File: src/rtl/cpu_pkg.sv
// -----------------------------------------------------------------------------
// cpu_pkg
// Shared definitions for the 8-bit CPU control path: opcode values, T-state
// encodings, default instruction/opcode widths and the control-word layout
// used between the microcode decoder and the sequencer.
// No ports (package).
// -----------------------------------------------------------------------------
package cpu_pkg;

    localparam int IW_DEFAULT  = 8;
    localparam int OPW_DEFAULT = 4;

    // Opcodes (upper nibble of the instruction register)
    localparam logic [3:0] OP_NOP = 4'h0;
    localparam logic [3:0] OP_LDA = 4'h1;
    localparam logic [3:0] OP_ADD = 4'h2;
    localparam logic [3:0] OP_SUB = 4'h3;
    localparam logic [3:0] OP_STA = 4'h4;
    localparam logic [3:0] OP_LDI = 4'h5;
    localparam logic [3:0] OP_JMP = 4'h6;
    localparam logic [3:0] OP_JC  = 4'h7;
    localparam logic [3:0] OP_JZ  = 4'h8;
    localparam logic [3:0] OP_OUT = 4'hE;
    localparam logic [3:0] OP_HLT = 4'hF;

    // T-state encodings; 5 and 6 are never entered
    typedef enum logic [2:0] {
        T0     = 3'd0,
        T1     = 3'd1,
        T2     = 3'd2,
        T3     = 3'd3,
        T4     = 3'd4,
        T_HALT = 3'd7
    } tstate_t;

    // Control-word bit positions
    localparam int CW_PC_OUT     = 0;
    localparam int CW_PC_INC     = 1;
    localparam int CW_PC_LOAD    = 2;
    localparam int CW_MAR_LOAD   = 3;
    localparam int CW_RAM_OUT    = 4;
    localparam int CW_RAM_WRITE  = 5;
    localparam int CW_IR_LOAD    = 6;
    localparam int CW_IR_OUT     = 7;
    localparam int CW_A_LOAD     = 8;
    localparam int CW_A_OUT      = 9;
    localparam int CW_B_LOAD     = 10;
    localparam int CW_ALU_OUT    = 11;
    localparam int CW_ALU_SUB    = 12;
    localparam int CW_FLAGS_LOAD = 13;
    localparam int CW_OUT_LOAD   = 14;
    localparam int CW_W          = 15;

    typedef logic [CW_W-1:0] ctrl_word_t;

    function automatic ctrl_word_t cw_mask(input int idx);
        return ctrl_word_t'(1) << idx;
    endfunction

    // Strobes that change register/RAM state; these are the ones a
    // single-step debugger must be able to hold off.
    localparam ctrl_word_t LOAD_MASK =
        cw_mask(CW_PC_INC)   | cw_mask(CW_PC_LOAD) | cw_mask(CW_MAR_LOAD) |
        cw_mask(CW_RAM_WRITE) | cw_mask(CW_IR_LOAD) | cw_mask(CW_A_LOAD)   |
        cw_mask(CW_B_LOAD)   | cw_mask(CW_FLAGS_LOAD) | cw_mask(CW_OUT_LOAD);

endpackage

File: src/rtl/control_sequencer_if.sv
// -----------------------------------------------------------------------------
// control_sequencer_if
// Bundle between the microsequencer and the CPU datapath.
//   master (sequencer): reads ir_q, carry_flag, zero_flag; drives every
//                       control strobe, halted and the debug tstate.
//   slave  (datapath):  the mirror image.
// -----------------------------------------------------------------------------
interface control_sequencer_if
    import cpu_pkg::*;
#(
    parameter int IW = IW_DEFAULT
);
    logic [IW-1:0] ir_q;
    logic          carry_flag;
    logic          zero_flag;

    logic pc_out;
    logic pc_inc;
    logic pc_load;
    logic mar_load;
    logic ram_out;
    logic ram_write;
    logic ir_load;
    logic ir_out;
    logic a_load;
    logic a_out;
    logic b_load;
    logic alu_out;
    logic alu_sub;
    logic flags_load;
    logic out_load;
    logic halted;
    logic [2:0] tstate;

    modport master (
        input  ir_q, carry_flag, zero_flag,
        output pc_out, pc_inc, pc_load, mar_load, ram_out, ram_write,
               ir_load, ir_out, a_load, a_out, b_load, alu_out, alu_sub,
               flags_load, out_load, halted, tstate
    );

    modport slave (
        output ir_q, carry_flag, zero_flag,
        input  pc_out, pc_inc, pc_load, mar_load, ram_out, ram_write,
               ir_load, ir_out, a_load, a_out, b_load, alu_out, alu_sub,
               flags_load, out_load, halted, tstate
    );

endinterface

File: src/rtl/microcode_decoder.sv
// -----------------------------------------------------------------------------
// microcode_decoder
// Purely combinational microcode ROM: maps {opcode, tstate, flags} to the
// control word for the current cycle, plus done (instruction finishes at the
// end of this cycle) and halt_req (enter HALT at the end of this cycle).
// Ports:
//   opcode     in  OPW  opcode field of the IR (only meaningful in T2..T4)
//   tstate     in  3    current T-state
//   carry_flag in  1    registered carry, used by JC
//   zero_flag  in  1    registered zero, used by JZ
//   cw         out CW_W control word (bit layout in cpu_pkg)
//   done       out 1    last micro-step of the instruction
//   halt_req   out 1    HLT decoded in T2
// -----------------------------------------------------------------------------
module microcode_decoder
    import cpu_pkg::*;
#(
    parameter int OPW = OPW_DEFAULT
)(
    input  logic [OPW-1:0] opcode,
    input  tstate_t        tstate,
    input  logic           carry_flag,
    input  logic           zero_flag,
    output ctrl_word_t     cw,
    output logic           done,
    output logic           halt_req
);

    localparam ctrl_word_t M_PC_OUT     = cw_mask(CW_PC_OUT);
    localparam ctrl_word_t M_PC_INC     = cw_mask(CW_PC_INC);
    localparam ctrl_word_t M_PC_LOAD    = cw_mask(CW_PC_LOAD);
    localparam ctrl_word_t M_MAR_LOAD   = cw_mask(CW_MAR_LOAD);
    localparam ctrl_word_t M_RAM_OUT    = cw_mask(CW_RAM_OUT);
    localparam ctrl_word_t M_RAM_WRITE  = cw_mask(CW_RAM_WRITE);
    localparam ctrl_word_t M_IR_LOAD    = cw_mask(CW_IR_LOAD);
    localparam ctrl_word_t M_IR_OUT     = cw_mask(CW_IR_OUT);
    localparam ctrl_word_t M_A_LOAD     = cw_mask(CW_A_LOAD);
    localparam ctrl_word_t M_A_OUT      = cw_mask(CW_A_OUT);
    localparam ctrl_word_t M_B_LOAD     = cw_mask(CW_B_LOAD);
    localparam ctrl_word_t M_ALU_OUT    = cw_mask(CW_ALU_OUT);
    localparam ctrl_word_t M_ALU_SUB    = cw_mask(CW_ALU_SUB);
    localparam ctrl_word_t M_FLAGS_LOAD = cw_mask(CW_FLAGS_LOAD);
    localparam ctrl_word_t M_OUT_LOAD   = cw_mask(CW_OUT_LOAD);

    always_comb begin
        cw       = '0;
        done     = 1'b0;
        halt_req = 1'b0;

        case (tstate)
            T0: cw = M_PC_OUT | M_MAR_LOAD;
            T1: cw = M_RAM_OUT | M_IR_LOAD | M_PC_INC;

            T2: begin
                case (opcode)
                    OP_LDA, OP_ADD, OP_SUB, OP_STA: cw = M_IR_OUT | M_MAR_LOAD;
                    OP_LDI: begin
                        cw   = M_IR_OUT | M_A_LOAD;
                        done = 1'b1;
                    end
                    OP_JMP: begin
                        cw   = M_IR_OUT | M_PC_LOAD;
                        done = 1'b1;
                    end
                    // Conditional jumps always drive the target; only the
                    // PC load depends on the flag.
                    OP_JC: begin
                        cw   = M_IR_OUT | (carry_flag ? M_PC_LOAD : '0);
                        done = 1'b1;
                    end
                    OP_JZ: begin
                        cw   = M_IR_OUT | (zero_flag ? M_PC_LOAD : '0);
                        done = 1'b1;
                    end
                    OP_OUT: begin
                        cw   = M_A_OUT | M_OUT_LOAD;
                        done = 1'b1;
                    end
                    OP_HLT:  halt_req = 1'b1;
                    default: done = 1'b1;
                endcase
            end

            T3: begin
                case (opcode)
                    OP_LDA: begin
                        cw   = M_RAM_OUT | M_A_LOAD;
                        done = 1'b1;
                    end
                    OP_ADD, OP_SUB: cw = M_RAM_OUT | M_B_LOAD;
                    OP_STA: begin
                        cw   = M_A_OUT | M_RAM_WRITE;
                        done = 1'b1;
                    end
                    // Reached only if ir_q changed mid-instruction: bail out.
                    default: done = 1'b1;
                endcase
            end

            T4: begin
                done = 1'b1;
                case (opcode)
                    OP_ADD: cw = M_ALU_OUT | M_A_LOAD | M_FLAGS_LOAD;
                    OP_SUB: cw = M_ALU_OUT | M_A_LOAD | M_FLAGS_LOAD | M_ALU_SUB;
                    default: cw = '0;
                endcase
            end

            default: cw = '0;
        endcase
    end

endmodule

File: src/rtl/control_sequencer.sv
// -----------------------------------------------------------------------------
// control_sequencer
// Microsequencer FSM for the 8-bit CPU. Steps T0..T4, ends each instruction
// as soon as its last micro-step has run, and parks in HALT on HLT until rst.
// Ports:
//   clk   in  1  positive-edge clock
//   rst   in  1  asynchronous active-high reset; also forces every control
//                output and halted low while high
//   step  in  1  (only with SINGLE_STEP_EN) advance enable, one clk wide
//   bus   control_sequencer_if.master: ir_q/flags in, strobes/halted/tstate out
// Build option: define SINGLE_STEP_EN to add the step input; otherwise the
// FSM advances on every clk edge.
// -----------------------------------------------------------------------------
module control_sequencer
    import cpu_pkg::*;
#(
    parameter int IW  = IW_DEFAULT,
    parameter int OPW = OPW_DEFAULT
)(
    input  logic clk,
    input  logic rst,
`ifdef SINGLE_STEP_EN
    input  logic step,
`endif
    control_sequencer_if.master bus
);

    tstate_t         state;
    tstate_t         next_state;
    logic [OPW-1:0]  opcode;
    ctrl_word_t      cw;
    ctrl_word_t      gate_mask;
    ctrl_word_t      cw_live;
    logic            done;
    logic            halt_req;
    logic            advance;
    logic            unused_operand;

    assign opcode = bus.ir_q[IW-1:IW-OPW];
    // Operand bits are routed to the bus by the IR itself, not by us.
    assign unused_operand = ^bus.ir_q[IW-OPW-1:0];

    microcode_decoder #(
        .OPW(OPW)
    ) u_decoder (
        .opcode    (opcode),
        .tstate    (state),
        .carry_flag(bus.carry_flag),
        .zero_flag (bus.zero_flag),
        .cw        (cw),
        .done      (done),
        .halt_req  (halt_req)
    );

`ifdef SINGLE_STEP_EN
    assign advance   = step;
    // Bus drivers stay live so the stalled cycle can be inspected; only
    // state-changing strobes wait for the step pulse.
    assign gate_mask = step ? '1 : ~LOAD_MASK;
`else
    assign advance   = 1'b1;
    assign gate_mask = '1;
`endif

    always_ff @(posedge clk or posedge rst) begin
        if (rst) begin
            state <= T0;
        end else if (advance) begin
            state <= next_state;
        end
    end

    always_comb begin
        next_state = state;
        case (state)
            T0:     next_state = T1;
            T1:     next_state = T2;
            T2, T3: begin
                if (halt_req) begin
                    next_state = T_HALT;
                end else if (done) begin
                    next_state = T0;
                end else begin
                    next_state = tstate_t'(state + 3'd1);
                end
            end
            T4:     next_state = T0;
            T_HALT: next_state = T_HALT;
            default: next_state = T0;   // 5/6 recover to fetch
        endcase
    end

    // rst gates outputs combinationally so nothing strobes before the
    // asynchronous state reset has propagated.
    assign cw_live = cw & gate_mask & {CW_W{~rst}};

    assign bus.pc_out     = cw_live[CW_PC_OUT];
    assign bus.pc_inc     = cw_live[CW_PC_INC];
    assign bus.pc_load    = cw_live[CW_PC_LOAD];
    assign bus.mar_load   = cw_live[CW_MAR_LOAD];
    assign bus.ram_out    = cw_live[CW_RAM_OUT];
    assign bus.ram_write  = cw_live[CW_RAM_WRITE];
    assign bus.ir_load    = cw_live[CW_IR_LOAD];
    assign bus.ir_out     = cw_live[CW_IR_OUT];
    assign bus.a_load     = cw_live[CW_A_LOAD];
    assign bus.a_out      = cw_live[CW_A_OUT];
    assign bus.b_load     = cw_live[CW_B_LOAD];
    assign bus.alu_out    = cw_live[CW_ALU_OUT];
    assign bus.alu_sub    = cw_live[CW_ALU_SUB];
    assign bus.flags_load = cw_live[CW_FLAGS_LOAD];
    assign bus.out_load   = cw_live[CW_OUT_LOAD];

    assign bus.halted = (state == T_HALT) & ~rst;
    assign bus.tstate = state;

endmodule

File: src/flat_wrapper.sv
// flat-port wrapper written by rule: the top's interface ports become plain ports
module control_sequencer_flat import cpu_pkg::*;
#(
    parameter int IW  = IW_DEFAULT,
    parameter int OPW = OPW_DEFAULT
)
  (clk, rst, bus_ir_q, bus_carry_flag, bus_zero_flag, bus_pc_out, bus_pc_inc, bus_pc_load, bus_mar_load, bus_ram_out, bus_ram_write, bus_ir_load, bus_ir_out, bus_a_load, bus_a_out, bus_b_load, bus_alu_out, bus_alu_sub, bus_flags_load, bus_out_load, bus_halted, bus_tstate);
  control_sequencer_if #(.IW(IW)) bus_i ();
  input  logic clk;
  input  logic rst;
  input wire logic [$bits(bus_i.ir_q)-1:0] bus_ir_q;
  input wire logic [$bits(bus_i.carry_flag)-1:0] bus_carry_flag;
  input wire logic [$bits(bus_i.zero_flag)-1:0] bus_zero_flag;
  output wire logic [$bits(bus_i.pc_out)-1:0] bus_pc_out;
  output wire logic [$bits(bus_i.pc_inc)-1:0] bus_pc_inc;
  output wire logic [$bits(bus_i.pc_load)-1:0] bus_pc_load;
  output wire logic [$bits(bus_i.mar_load)-1:0] bus_mar_load;
  output wire logic [$bits(bus_i.ram_out)-1:0] bus_ram_out;
  output wire logic [$bits(bus_i.ram_write)-1:0] bus_ram_write;
  output wire logic [$bits(bus_i.ir_load)-1:0] bus_ir_load;
  output wire logic [$bits(bus_i.ir_out)-1:0] bus_ir_out;
  output wire logic [$bits(bus_i.a_load)-1:0] bus_a_load;
  output wire logic [$bits(bus_i.a_out)-1:0] bus_a_out;
  output wire logic [$bits(bus_i.b_load)-1:0] bus_b_load;
  output wire logic [$bits(bus_i.alu_out)-1:0] bus_alu_out;
  output wire logic [$bits(bus_i.alu_sub)-1:0] bus_alu_sub;
  output wire logic [$bits(bus_i.flags_load)-1:0] bus_flags_load;
  output wire logic [$bits(bus_i.out_load)-1:0] bus_out_load;
  output wire logic [$bits(bus_i.halted)-1:0] bus_halted;
  output wire logic [$bits(bus_i.tstate)-1:0] bus_tstate;
  assign bus_i.ir_q = bus_ir_q;
  assign bus_i.carry_flag = bus_carry_flag;
  assign bus_i.zero_flag = bus_zero_flag;
  assign bus_pc_out = bus_i.pc_out;
  assign bus_pc_inc = bus_i.pc_inc;
  assign bus_pc_load = bus_i.pc_load;
  assign bus_mar_load = bus_i.mar_load;
  assign bus_ram_out = bus_i.ram_out;
  assign bus_ram_write = bus_i.ram_write;
  assign bus_ir_load = bus_i.ir_load;
  assign bus_ir_out = bus_i.ir_out;
  assign bus_a_load = bus_i.a_load;
  assign bus_a_out = bus_i.a_out;
  assign bus_b_load = bus_i.b_load;
  assign bus_alu_out = bus_i.alu_out;
  assign bus_alu_sub = bus_i.alu_sub;
  assign bus_flags_load = bus_i.flags_load;
  assign bus_out_load = bus_i.out_load;
  assign bus_halted = bus_i.halted;
  assign bus_tstate = bus_i.tstate;
  control_sequencer #(.IW(IW), .OPW(OPW)) u_core (.clk(clk), .rst(rst), .bus(bus_i));
endmodule
File: config.mk
export PLATFORM = sky130hd
export DESIGN_NAME = control_sequencer_flat
export DESIGN_NICKNAME = d
export VERILOG_FILES = /design/src/rtl/cpu_pkg.sv /design/src/rtl/control_sequencer_if.sv /design/src/rtl/microcode_decoder.sv /design/src/rtl/control_sequencer.sv /design/src/flat_wrapper.sv
export SDC_FILE = /design/constraint.sdc
export NUM_CORES = 1
export LEC_CHECK = 0
export BUFFER_PORTS_ARGS = -buffer_cell sky130_fd_sc_hd__buf_2
export CAP_MARGIN = 20
export CORE_MARGIN = 10
export CORE_UTILIZATION = 45
export CTS_BUF_LIST = sky130_fd_sc_hd__clkbuf_8
export CTS_CLUSTER_SIZE = 16
export DETAILED_ROUTE_END_ITERATION = 10
export PLACE_DENSITY = 0.78
export SETUP_SLACK_MARGIN = 0.15
export SKIP_CTS_REPAIR_TIMING = 1
export SYNTH_ARGS = -nofsm -noshare
export SYNTH_HDL_FRONTEND = slang
export SYNTH_HIERARCHICAL = 1
export SYNTH_SLANG_ARGS = --single-unit
File: constraint.sdc
create_clock -name clk -period 2.6 [get_ports clk]
set_clock_uncertainty 0.2 [all_clocks]
set_input_delay 0.26 -clock clk [delete_from_list [all_inputs] [get_ports clk]]
set_output_delay 0.26 -clock clk [all_outputs]
set_load 0.05 [all_outputs]
==> impl_metrics.xml <==
<?xml version="1.0" encoding="UTF-8"?>
<metrics>
  <group name="logic_synthesis">
    <metric name="synth.top_cells.by_area" unit="">sky130_fd_sc_hd__nor2b_1, sky130_fd_sc_hd__dfrtp_1, sky130_fd_sc_hd__ha_1, sky130_fd_sc_hd__nor3_1, sky130_fd_sc_hd__nor2_1</metric>
    <metric name="synth.top_cell.area_share" unit="">0.141</metric>
    <metric name="post-synth-top-area-cell" unit="">sky130_fd_sc_hd__nor2b_1</metric>
    <metric name="postSynth.topFlopCell" unit="">sky130_fd_sc_hd__dfrtp_1</metric>
    <metric name="netlist_instances" unit="">92</metric>
    <metric name="synthDistinctLibCells" unit="">35</metric>
    <metric name="synth-async-reset-ratio" unit="">1.00</metric>
    <metric name="ys.warnings.count" unit="">6</metric>
    <metric name="synth-seq-area-share" unit="">0.113</metric>
    <metric name="synth.ff_latch_count" unit="">3</metric>
    <metric name="post_synth.cell_area_avg" unit="µm²">7.24</metric>
    <metric name="syn_nets" unit="">110</metric>
    <metric name="post_synth_instance_area" unit="µm²">666</metric>
    <metric name="synth_enable_flop_cells" unit="">0</metric>
  </group>
  <group name="cells_and_area">
    <metric name="mostFrequentLayoutCells" unit="">sky130_fd_sc_hd__buf_2, sky130_fd_sc_hd__nor2b_2, sky130_fd_sc_hd__inv_1, sky130_fd_sc_hd__nor2_1, sky130_fd_sc_hd__nor3_1</metric>
    <metric name="layout.cells.most_common" unit="">sky130_fd_sc_hd__buf_2</metric>
    <metric name="antenna_cells_inserted" unit="">0</metric>
    <metric name="finish.instance_area" unit="µm²">857</metric>
    <metric name="largest_register_ffs" unit="">3</metric>
    <metric name="fin_cells" unit="">132</metric>
    <metric name="area_growth" unit="%">28.8</metric>
    <metric name="layout.nets" unit="">136</metric>
    <metric name="share_of_post_route_cells_with_drive_strength_above_1" unit="">0.427</metric>
  </group>
  <group name="route">
    <metric name="met1_length" unit="µm">770</metric>
    <metric name="post_drt_wl_per_cell" unit="µm">14.2</metric>
    <metric name="met2_wirelength" unit="µm">846</metric>
    <metric name="drt_iter0_markers" unit="">21</metric>
    <metric name="met3_wirelength" unit="µm">206</metric>
    <metric name="detailroute.via_count" unit="">724</metric>
    <metric name="drt.antenna.violating_nets" unit="">0</metric>
    <metric name="drt_pass1_iterations" unit="">4</metric>
    <metric name="post_drt_via_cell_ratio" unit="">5.48</metric>
    <metric name="routed_wirelength" unit="µm">1880</metric>
    <metric name="top_layer_used" unit="">met4</metric>
    <metric name="final_routed_drc_violation_total" unit="">0</metric>
  </group>
  <group name="timing">
    <metric name="worstMarginPinSlew" unit="ps">503</metric>
    <metric name="rsz0062_at_grt" unit="">false</metric>
    <metric name="layout_worst_path_cycle_share" unit="">0.886</metric>
    <metric name="timing.fmax" unit="MHz">434</metric>
    <metric name="final.min_clock_period" unit="ps">2300</metric>
    <metric name="final.setup.tns" unit="ps">0</metric>
    <metric name="timing.final.setup_violations" unit="">0</metric>
    <metric name="slew_headroom" unit="">0.662</metric>
    <metric name="finalHoldViolations" unit="">0</metric>
    <metric name="report.final.slew_viol_count" unit="">0</metric>
  </group>
  <group name="power_and_ir_drop">
    <metric name="pwr_density_cell" unit="mW/mm²">1020</metric>
    <metric name="power.total" unit="µW">877</metric>
    <metric name="power_frac_comb" unit="">0.736</metric>
    <metric name="power.sequential.fraction" unit="">0.116</metric>
    <metric name="irDropWorstVdd" unit="µV">620</metric>
    <metric name="netSwitchingFraction" unit="">0.561</metric>
    <metric name="p_clk_frac" unit="">0.149</metric>
    <metric name="p_switching" unit="µW">492</metric>
    <metric name="internal_power" unit="µW">385</metric>
    <metric name="power_leakage" unit="µW">0.000427</metric>
  </group>
  <group name="worst_setup_path">
    <metric name="timing.critical_path.from_type" unit="">flip-flop</metric>
    <metric name="max_stage_delay" unit="ps">420</metric>
    <metric name="crit_slowest_cell" unit="">sky130_fd_sc_hd__dfrtp_1</metric>
    <metric name="timing.critical_path.cells" unit="">and2b_1 &gt; nand2_1 &gt; nor4b_1 &gt; nor2b_2 &gt; buf_2</metric>
    <metric name="setup.reg_to_reg.worst_slack" unit="ps">370</metric>
    <metric name="crit_arrival" unit="ps">1840</metric>
    <metric name="critical_path_class" unit="">reg -&gt; out</metric>
    <metric name="worstPathRequired" unit="ps">2140</metric>
    <metric name="crit_path_end_kind" unit="">output pin</metric>
    <metric name="worst-path-max-fanout" unit="">6</metric>
  </group>
  <group name="placement">
    <metric name="post_dp_cell_area" unit="µm²">801</metric>
    <metric name="io_buffers" unit="">26</metric>
    <metric name="placedCellCount" unit="">127</metric>
    <metric name="globalplace.congestion" unit="">0.825</metric>
    <metric name="hpwlAfterDp" unit="µm">1390</metric>
  </group>
  <group name="grt">
    <metric name="maximum_number_of_pins_on_one_net_before_global_route_repair" unit="">18</metric>
    <metric name="global_route_congestion_overflow_total" unit="">0</metric>
    <metric name="grt_pass1_wl" unit="µm">3030</metric>
    <metric name="antenna_found_initial" unit="">0</metric>
    <metric name="grt_pass1_vias" unit="">673</metric>
    <metric name="grt_usage" unit="">0.110</metric>
  </group>
  <group name="floorplan">
    <metric name="io-pin-count" unit="">31</metric>
    <metric name="die_y" unit="µm">58.5</metric>
    <metric name="core" unit="mm²">0.00135</metric>
    <metric name="dieArea" unit="mm²">0.00342</metric>
    <metric name="starting_density" unit="">0.493</metric>
    <metric name="die_w" unit="µm">58.5</metric>
    <metric name="placement_rows" unit="">13</metric>
  </group>
  <group name="clock_network">
    <metric name="htreeDepth" unit="">1</metric>
    <metric name="cts_num_sinks" unit="">3</metric>
    <metric name="tritoncts" unit="">built</metric>
    <metric name="worst_skew_pair.late_latency" unit="ps">210</metric>
    <metric name="cts_root_buffer" unit="">sky130_fd_sc_hd__clkbuf_8</metric>
    <metric name="cts-root-to-sink-buffers" unit="">2</metric>
    <metric name="cts.reportedPaths.clkPinSlew" unit="ps">30</metric>
    <metric name="cts_buffers" unit="">3</metric>
  </group>
  <group name="run">
    <metric name="maxCapViolCount" unit="">0</metric>
  </group>
  <group name="hold_path">
    <metric name="worst_hold_class" unit="">in -&gt; reg</metric>
  </group>
  <group name="run_status">
    <metric name="run_status" unit="">complete, no violations</metric>
  </group>
</metrics>
## critical path, delay by kind of cell (launching register included)
family / cells / cell delay (ps)
and+or+nand+nor: 4 / 940
DFF: 1 / 420
buffers and inverters: 1 / 260
## synthesized netlist by cell type (all sizes together) (2+ instances only)
cell type and instances:
nand2 4, nor2b 16, a31o 2, buf 7, ha 6, nor2 9, a21oi 4, or3b 2
o21ai 3, nor4b 2, nor3 8, dfrtp 3, inv 8, nand3 2
## layout make-up
| cell class | instances | area (µm²) |
|---|---|---|
| Fill cell | 133 | 493 |
| Clock inverter | 1 | 3.75 |
| Clock buffer | 3 | 41.3 |
| Multi-Input combinational cell | 73 | 532 |
| Timing Repair Buffer | 29 | 155 |
| Inverter | 8 | 30.0 |
| Sequential cell | 3 | 76.3 |
| Tap cell | 15 | 18.8 |
## kinds of logic after synthesis
| kind of cell | after synthesis | synth area share |
|---|---|---|
| adder cells (fa/ha/maj) | 6 | 0.113 |
| flip-flops | 3 | 0.113 |
| AND/OR/NAND/NOR | 47 | 0.423 |
| XOR/XNOR | 2 | 0.0263 |
| buffers and inverters | 16 | 0.133 |
| AO/OA/AOI/OAI | 18 | 0.192 |
## stage by stage
step | hold slack (ps) | util | worst slack [ps]
6_report | 422 | 0.635 | 296
5_1_grt | 498 | 0.635 | 173
4_1_cts | -88.6 | 0.627 | 207
3_5_place_dp | 141 | 0.593 | 370
3_3_place_gp | 120 | 0.593 | 441
2_1_floorplan | 10.8 | - | 115
## power by group through the flow
stage	logic, µW	registers, µW	clock network [µW]
2_1_floorplan	439	170	0
3_3_place_gp	613	97.7	0
3_5_place_dp	628	101	0
4_1_cts	641	100	133
5_1_grt	697	107	139
6_report	645	101	130
## per-layer routing
layer  track usage  vias up
met1         0.119      312
met3        0.0536        6
li1              -      364
met4        0.0604        0
met2         0.171       42
met5             0        -
## worst paths after layout
kind | start | end | cells past startpoint
worst max register to register | u_core/bus.tstate[1] | u_core/bus.tstate[1] | 5
worst max-delay path | u_core/bus.tstate[2] | bus_ram_write | 5
worst min register to register | u_core/bus.tstate[2] | u_core/bus.tstate[0] | 2
worst min-delay path | bus_ir_q[4] | u_core/bus.tstate[2] | 5
min in group asynchronous | rst | u_core/bus.tstate[2] | 3
max in group asynchronous | rst | u_core/bus.tstate[1] | 3
Note: power is estimated with default switching activity, not from simulation.
